<file path="src/rtl/pattern_sequencer_if.sv">
// Bundle of the game-round controller's player/display signals.
// The master side drives start/rnd/btn and observes the status outputs.
// The slave side is the pattern_sequencer itself.
interface pattern_sequencer_if;
  logic       start;
  logic [3:0] rnd;
  logic [3:0] btn;
  logic [3:0] led;
  logic       busy;
  logic [6:0] level;
  logic       win;
  logic       lose;

  modport master (
    output start, rnd, btn,
    input  led, busy, level, win, lose
  );

  modport slave (
    input  start, rnd, btn,
    output led, busy, level, win, lose
  );
endinterface

</file>
<file path="src/rtl/pattern_sequencer.sv">
// pattern_sequencer: memory-game round controller.
// Each round appends one LFSR symbol to a stored pattern, plays the pattern back
// on one-hot LEDs, then checks the player's presses. The game ends in WIN when
// the pattern reaches MAX_LEN, or in LOSE on a wrong press.
// Optional build macro PATTERN_TIMEOUT_EN: when defined, TIMEOUT_CYC idle cycles
// in WAIT_INPUT with no press also end the game in LOSE.
// All outputs are registered; reset is asynchronous and active-low.
module pattern_sequencer #(
  parameter int MAX_LEN     = 16,
  parameter int SHOW_CYCLES = 4,
  parameter int GAP_CYCLES  = 2,
  parameter int TIMEOUT_CYC = 64
) (
  input  logic                clk,
  input  logic                reset,
  pattern_sequencer_if.slave  bus
);

  localparam int IDX_W    = (MAX_LEN > 1) ? $clog2(MAX_LEN) : 1;
  localparam int CNT_MAX0 = (SHOW_CYCLES > GAP_CYCLES) ? SHOW_CYCLES : GAP_CYCLES;
  localparam int CNT_MAX  = (CNT_MAX0 > TIMEOUT_CYC) ? CNT_MAX0 : TIMEOUT_CYC;
  localparam int CNT_W    = $clog2(CNT_MAX + 1);

  typedef enum logic [2:0] {
    S_IDLE,
    S_CAPTURE,
    S_SHOW_ON,
    S_SHOW_GAP,
    S_WAIT_INPUT,
    S_WIN,
    S_LOSE
  } state_t;

  state_t           state_q, state_d;
  logic [6:0]       level_q, level_d;
  logic [IDX_W-1:0] ptr_q, ptr_d;
  logic [CNT_W-1:0] cnt_q, cnt_d;
  logic [3:0]       led_q, led_d;
  logic             busy_q, busy_d;
  logic             win_q, win_d;
  logic             lose_q, lose_d;

  // Symbol storage; never cleared, each round rewrites the slot it extends.
  logic [1:0]       sym_mem [MAX_LEN];
  logic             mem_we;
  logic [IDX_W-1:0] wr_idx;

  logic [6:0]       level_m1;
  logic [6:0]       ptr_ext;
  logic             ptr_is_last;
  logic [3:0]       exp_onehot;
  logic [1:0]       sym_next;

  // Upper LFSR bits carry no symbol information.
  logic             unused_rnd_hi;
  assign unused_rnd_hi = ^bus.rnd[3:2];

  assign level_m1    = level_q - 7'd1;
  assign wr_idx      = IDX_W'(level_m1);
  assign ptr_ext     = 7'(ptr_q);
  assign ptr_is_last = (ptr_ext == level_m1);
  assign exp_onehot  = 4'b0001 << sym_mem[ptr_q];

  // Next-state, pointer, counter and level computation.
  always_comb begin
    state_d = state_q;
    level_d = level_q;
    ptr_d   = ptr_q;
    cnt_d   = cnt_q;
    mem_we  = 1'b0;

    case (state_q)
      S_IDLE: begin
        if (bus.start) begin
          level_d = 7'd1;
          cnt_d   = '0;
          state_d = S_CAPTURE;
        end
      end

      S_CAPTURE: begin
        mem_we  = 1'b1;
        ptr_d   = '0;
        cnt_d   = '0;
        state_d = S_SHOW_ON;
      end

      S_SHOW_ON: begin
        if (cnt_q == CNT_W'(SHOW_CYCLES - 1)) begin
          cnt_d   = '0;
          state_d = S_SHOW_GAP;
        end else begin
          cnt_d = cnt_q + 1'b1;
        end
      end

      S_SHOW_GAP: begin
        if (cnt_q == CNT_W'(GAP_CYCLES - 1)) begin
          cnt_d = '0;
          if (ptr_is_last) begin
            ptr_d   = '0;
            state_d = S_WAIT_INPUT;
          end else begin
            ptr_d   = ptr_q + 1'b1;
            state_d = S_SHOW_ON;
          end
        end else begin
          cnt_d = cnt_q + 1'b1;
        end
      end

      S_WAIT_INPUT: begin
        if (bus.btn != 4'b0000) begin
          // Any press restarts the idle count; multi-bit presses never match.
          cnt_d = '0;
          if (bus.btn != exp_onehot) begin
            state_d = S_LOSE;
          end else if (!ptr_is_last) begin
            ptr_d = ptr_q + 1'b1;
          end else if (level_q == 7'(MAX_LEN)) begin
            state_d = S_WIN;
          end else begin
            level_d = level_q + 7'd1;
            state_d = S_CAPTURE;
          end
        end else begin
`ifdef PATTERN_TIMEOUT_EN
          if (cnt_q == CNT_W'(TIMEOUT_CYC - 1)) begin
            cnt_d   = '0;
            state_d = S_LOSE;
          end else begin
            cnt_d = cnt_q + 1'b1;
          end
`else
          cnt_d = cnt_q;
`endif
        end
      end

      S_WIN, S_LOSE: begin
        if (bus.start) begin
          level_d = 7'd1;
          cnt_d   = '0;
          state_d = S_CAPTURE;
        end
      end

      default: begin
        state_d = S_IDLE;
        level_d = '0;
        ptr_d   = '0;
        cnt_d   = '0;
      end
    endcase
  end

  // Moore outputs derived from the upcoming state so they are valid right after the edge.
  always_comb begin
    // The symbol captured this cycle is not in the buffer yet, so forward it.
    if ((state_q == S_CAPTURE) && (ptr_d == wr_idx)) begin
      sym_next = bus.rnd[1:0];
    end else begin
      sym_next = sym_mem[ptr_d];
    end

    case (state_d)
      S_SHOW_ON: led_d = 4'b0001 << sym_next;
      S_WIN:     led_d = 4'b1111;
      default:   led_d = 4'b0000;
    endcase

    busy_d = (state_d == S_CAPTURE) || (state_d == S_SHOW_ON) || (state_d == S_SHOW_GAP);
    win_d  = (state_d == S_WIN);
    lose_d = (state_d == S_LOSE);
  end

  // State and output registers.
  always_ff @(posedge clk or negedge reset) begin
    if (!reset) begin
      state_q <= S_IDLE;
      level_q <= '0;
      ptr_q   <= '0;
      cnt_q   <= '0;
      led_q   <= '0;
      busy_q  <= 1'b0;
      win_q   <= 1'b0;
      lose_q  <= 1'b0;
    end else begin
      state_q <= state_d;
      level_q <= level_d;
      ptr_q   <= ptr_d;
      cnt_q   <= cnt_d;
      led_q   <= led_d;
      busy_q  <= busy_d;
      win_q   <= win_d;
      lose_q  <= lose_d;
    end
  end

  // Symbol buffer write, one slot per round.
  always_ff @(posedge clk) begin
    if (mem_we) begin
      sym_mem[wr_idx] <= bus.rnd[1:0];
    end
  end

  assign bus.led   = led_q;
  assign bus.busy  = busy_q;
  assign bus.level = level_q;
  assign bus.win   = win_q;
  assign bus.lose  = lose_q;

endmodule

</file>
<file path="src/flat_wrapper.sv">
// flat-port wrapper written by rule: the top's interface ports become plain ports
module pattern_sequencer_flat 
#(
  parameter int MAX_LEN     = 16,
  parameter int SHOW_CYCLES = 4,
  parameter int GAP_CYCLES  = 2,
  parameter int TIMEOUT_CYC = 64
)
  (clk, reset, bus_start, bus_rnd, bus_btn, bus_led, bus_busy, bus_level, bus_win, bus_lose);
  pattern_sequencer_if bus_i ();
  input  logic clk;
  input  logic reset;
  input wire logic [$bits(bus_i.start)-1:0] bus_start;
  input wire logic [$bits(bus_i.rnd)-1:0] bus_rnd;
  input wire logic [$bits(bus_i.btn)-1:0] bus_btn;
  output wire logic [$bits(bus_i.led)-1:0] bus_led;
  output wire logic [$bits(bus_i.busy)-1:0] bus_busy;
  output wire logic [$bits(bus_i.level)-1:0] bus_level;
  output wire logic [$bits(bus_i.win)-1:0] bus_win;
  output wire logic [$bits(bus_i.lose)-1:0] bus_lose;
  assign bus_i.start = bus_start;
  assign bus_i.rnd = bus_rnd;
  assign bus_i.btn = bus_btn;
  assign bus_led = bus_i.led;
  assign bus_busy = bus_i.busy;
  assign bus_level = bus_i.level;
  assign bus_win = bus_i.win;
  assign bus_lose = bus_i.lose;
  pattern_sequencer #(.MAX_LEN(MAX_LEN), .SHOW_CYCLES(SHOW_CYCLES), .GAP_CYCLES(GAP_CYCLES), .TIMEOUT_CYC(TIMEOUT_CYC)) u_core (.clk(clk), .reset(reset), .bus(bus_i));
endmodule
</file>
<file path="config.mk">
export PLATFORM = sky130hd
export DESIGN_NAME = pattern_sequencer_flat
export DESIGN_NICKNAME = d
export VERILOG_FILES = /design/src/rtl/pattern_sequencer_if.sv /design/src/rtl/pattern_sequencer.sv /design/src/flat_wrapper.sv
export SDC_FILE = /design/constraint.sdc
export NUM_CORES = 1
export LEC_CHECK = 0
export CELL_PAD_IN_SITES_DETAIL_PLACEMENT = 1
export CELL_PAD_IN_SITES_GLOBAL_PLACEMENT = 2
export CORE_UTILIZATION = 30
export DETAILED_ROUTE_END_ITERATION = 8
export PLACE_DENSITY_LB_ADDON = 0.1
export SYNTH_ARGS = -nofsm -noshare
export SYNTH_HDL_FRONTEND = slang
export SYNTH_SLANG_ARGS = --single-unit
</file>
<file path="constraint.sdc">
create_clock -name clk -period 4.8 [get_ports clk]
set_clock_uncertainty 0.1 [all_clocks]
set_input_delay 0.72 -clock clk [delete_from_list [all_inputs] [get_ports clk]]
set_output_delay 0.72 -clock clk [all_outputs]
set_load 0.005 [all_outputs]
</file>
==> impl_metrics.py <==
metrics = {
    "run_status": {
        "outcome": "finished, final reports clean",
    },
    "min_path": {
        "hold_path_startpoint": "u_core.cnt_q[6]",
        "min_to": "u_core.cnt_q[6]",
        "min_delay_path_depth": 1,
        "hp-class": "register to register",
    },
    "synthesis": {
        "synth-seq-area-share": 0.446,
        "synth_flop_cell": "edfxtp_1",
        "syn-num-nets": 393,
        "syn_area_per_cell_um2": 10.0,
        "synth_top_area_cell": "edfxtp_1",
        "ys_ff_latch": 60,
        "synthCells": 372,
        "synth_area_mm2": 0.00373,
        "synth-async-reset-ratio": 0.467,
        "synth_edf_count": 32,
        "yosys.area.top_type_share": 0.258,
        "yosysWarnings": 0,
        "synth.distinct_cells": 69,
        "synthTopCellsByArea": "edfxtp_1, dfrtp_1, mux2i_1, nor2_1, ha_1",
    },
    "sta": {
        "setup_violations": 0,
        "fmax_ghz": 0.230,
        "setup_ws_ns": 0.448,
        "fin_crit_ns": 4.35,
        "drv_slew": 0,
        "rsz0062_at_grt": "false",
        "fin_crit_sh": 0.907,
        "slew-limit-headroom": 0.221,
        "hold-worst-slack_ns": 0.392,
        "finalSetupTns_ns": 0,
        "finalHoldViolations": 0,
        "worst_slew_pin_slew_ns": 1.16,
    },
    "power": {
        "ir_drop_uv": 211,
        "pwr_density_cell_mw_per_mm2": 606,
        "p_leak_nw": 1.71,
    },
    "cts": {
        "cts_buffers": 9,
        "cts.repair.resized": 0,
        "cts_tree": "done",
        "cts_setup_buffers": 0,
        "clk_path_buf_depth": 2,
        "htree_levels": 3,
        "root_buffer": "clkbuf_16",
        "clock_latency_ns": 0.33,
        "ctsHoldBuffers": 0,
        "clk_pin_slew_ns": 0.05,
        "clock-sinks": 60,
    },
    "finish": {
        "area_delta_synth_final_pct": 18.1,
        "fin_nets": 416,
        "final_area_mm2": 0.00440,
        "fillers": 1395,
        "drive_gt1_frac": 0.103,
        "antenna_cells": 0,
    },
    "worst_setup_path": {
        "path_class": "register to register",
        "reg2reg_from": "u_core.bus.level[0]",
        "r2r_end": "u_core.bus.led[3]",
        "regToRegSetupSlack_ns": 0.45,
        "worstPathRequired_ns": 4.92,
        "startpoint": "u_core.bus.level[0]",
        "crit_path_max_fanout": 9,
        "end_kind": "register",
        "r2r_cells": 17,
        "arrival_ns": 4.47,
        "crit_path_start_kind": "register",
    },
    "place": {
        "port_buffers": 22,
        "dp_worst_setup_slack_ns": 0.452,
        "hpwl_mm": 7.94,
        "place_congestion": 0.754,
        "place_area_mm2": 0.00413,
    },
    "detailed_routing": {
        "firstDrtPassIters": 4,
        "post_drt_via_cell_ratio": 5.22,
        "detail-route-antenna-nets": 0,
        "vias": 2966,
        "first_iter_violations": 122,
        "drc": 0,
        "wl_per_cell_um": 18.8,
        "wirelength_mm": 10.7,
    },
    "grt": {
        "grt_max_degree": 29,
        "grt_use_met2": 0.293,
        "use_met1": 0.242,
        "antenna_found_initial": 0,
        "busiest_layer": "met2",
        "grt_pass1_wl_mm": 17.3,
        "gr-total-overflow": 0,
        "met3_usage": 0.0335,
        "grt_usage": 0.180,
        "grt_pass1_vias": 3152,
    },
    "die": {
        "ios": 25,
        "rows": 40,
        "fp.dieH_um": 113,
        "start_util": 0.309,
        "die_area_mm2": 0.0129,
        "core_mm2": 0.0121,
        "die_x_um": 113,
    },
    "job": {
        "maxCapViolCount": 0,
    },
}
==> logic make-up (layout without fill, tap and decap cells) <==
kind of cell               after synthesis  count (layout)  share of synthesized area
xor gates and xnor gates                10              10                     0.0235
adders and majority gates               11              11                     0.0362
muxes                                   35              35                      0.109
buffers and inverters                   36              64                     0.0463
AOI/OAI and AO/OA                       95              95                      0.182
DFF                                     60              60                      0.446
and+or+nand+nor                        125             125                      0.158
==> metrics by stage <==
step | util | cells | power [mW]
3_5_place_dp | 0.342 | 552 | 2.08
5_1_grt | 0.365 | 568 | 2.86
2_1_floorplan | - | 372 | 1.69
4_1_cts | 0.365 | 568 | 2.70
6_report | 0.365 | 568 | 2.67
3_3_place_gp | 0.342 | 552 | 2.07
==> cells in the mapped netlist (7+ instances only) <==
cell and instances:
ha_1 10, inv_1 16, xnor2_1 8, dfrtp_1 28, o21ai_0 21, mux2i_1 26
nand2_1 31, a21oi_1 11, nor2_1 52, clkbuf_1 8, edfxtp_1 32, nand2b_1 7
==> worst max path at each step <==
stage | end | slack, ns
after floorplan | u_core.bus.led[0] | 1.03
after global placement | u_core.bus.led[3] | 0.49
after detailed placement | u_core.bus.led[3] | 0.45
after CTS | u_core.bus.led[3] | 0.41
after global routing | u_core.bus.led[0] | 0.08
final | u_core.bus.led[3] | 0.45
==> power breakdown <==
part	total, mW	switching, mW	internal [mW]
registers	0.761	0.145	0.617
clock network	0.598	0.236	0.362
logic	1.31	0.744	0.563
total	2.67	1.12	1.54
==> cells in the final DEF (no fill, tap or decap), types with 3 or more instances in the layout <==
cell type	synthesis	final
nor2_1	52	52
edfxtp_1	32	32
nand2_1	31	31
dfrtp_1	28	28
mux2i_1	26	26
clkdlybuf4s50_1	0	22
o21ai_0	21	21
inv_1	16	16
a21oi_1	11	11
ha_1	10	10
clkbuf_16	0	9
xnor2_1	8	8
buf_4	0	8
nand2b_1	7	7
nor3_1	6	6
a31oi_1	6	6
o31ai_1	6	6
o211ai_1	5	5
a221oi_1	5	5
a211oi_1	4	4
mux4_2	4	4
a22oi_1	4	4
nand4_1	4	4
mux2_2	4	4
o21ai_1	4	4
nor2b_1	4	4
nand3_1	3	3
==> registers in the layout (all words and copies together) (netlist names) <==
name and flops:
u_core.bus.led 4, u_core.bus.busy 1, u_core.bus.lose 1, u_core.bus.level 7, u_core.state_q 3, u_core.ptr_q 4
u_core.sym_mem 32, u_core.bus.win 1, u_core.cnt_q 7
==> per-layer routing <==
layer / up-vias / share of wire / wire length (µm)
met1: 1505 / 0.50 / 5300
met4: 0 / 0.013 / 138
met3: 11 / 0.023 / 247
met2: 34 / 0.47 / 5010
li1: 1416 / - / -
met5: - / 0 / 0
==> critical path, cell delays in order, from the launching register on <==
cell	delay, ns
dfrtp_1	0.39
buf_4	0.18
nor3_1	0.36
xnor2_1	0.32
xnor2_1	0.18
and4_1	0.44
inv_1	0.15
ha_1	0.20
inv_1	0.05
nor2_1	0.04
a21oi_1	0.22
o221ai_2	0.16
buf_4	0.21
mux2i_1	0.15
mux2_2	0.29
o22a_1	0.25
a31o_1	0.25
o31ai_1	0.30
==> cell type report <==
class / instances / area, µm² / share of cell area
well taps: 168 / 210 / 0.0477
multi-input cells: 276 / 1890 / 0.430
clock inverters: 4 / 26.3 / 0.00597
clock buffers: 12 / 246 / 0.0560
inverters: 17 / 63.8 / 0.0145
repair buffers: 31 / 300 / 0.0682
flip-flops and latches: 60 / 1660 / 0.377
Power figures use the tool's default switching activity.
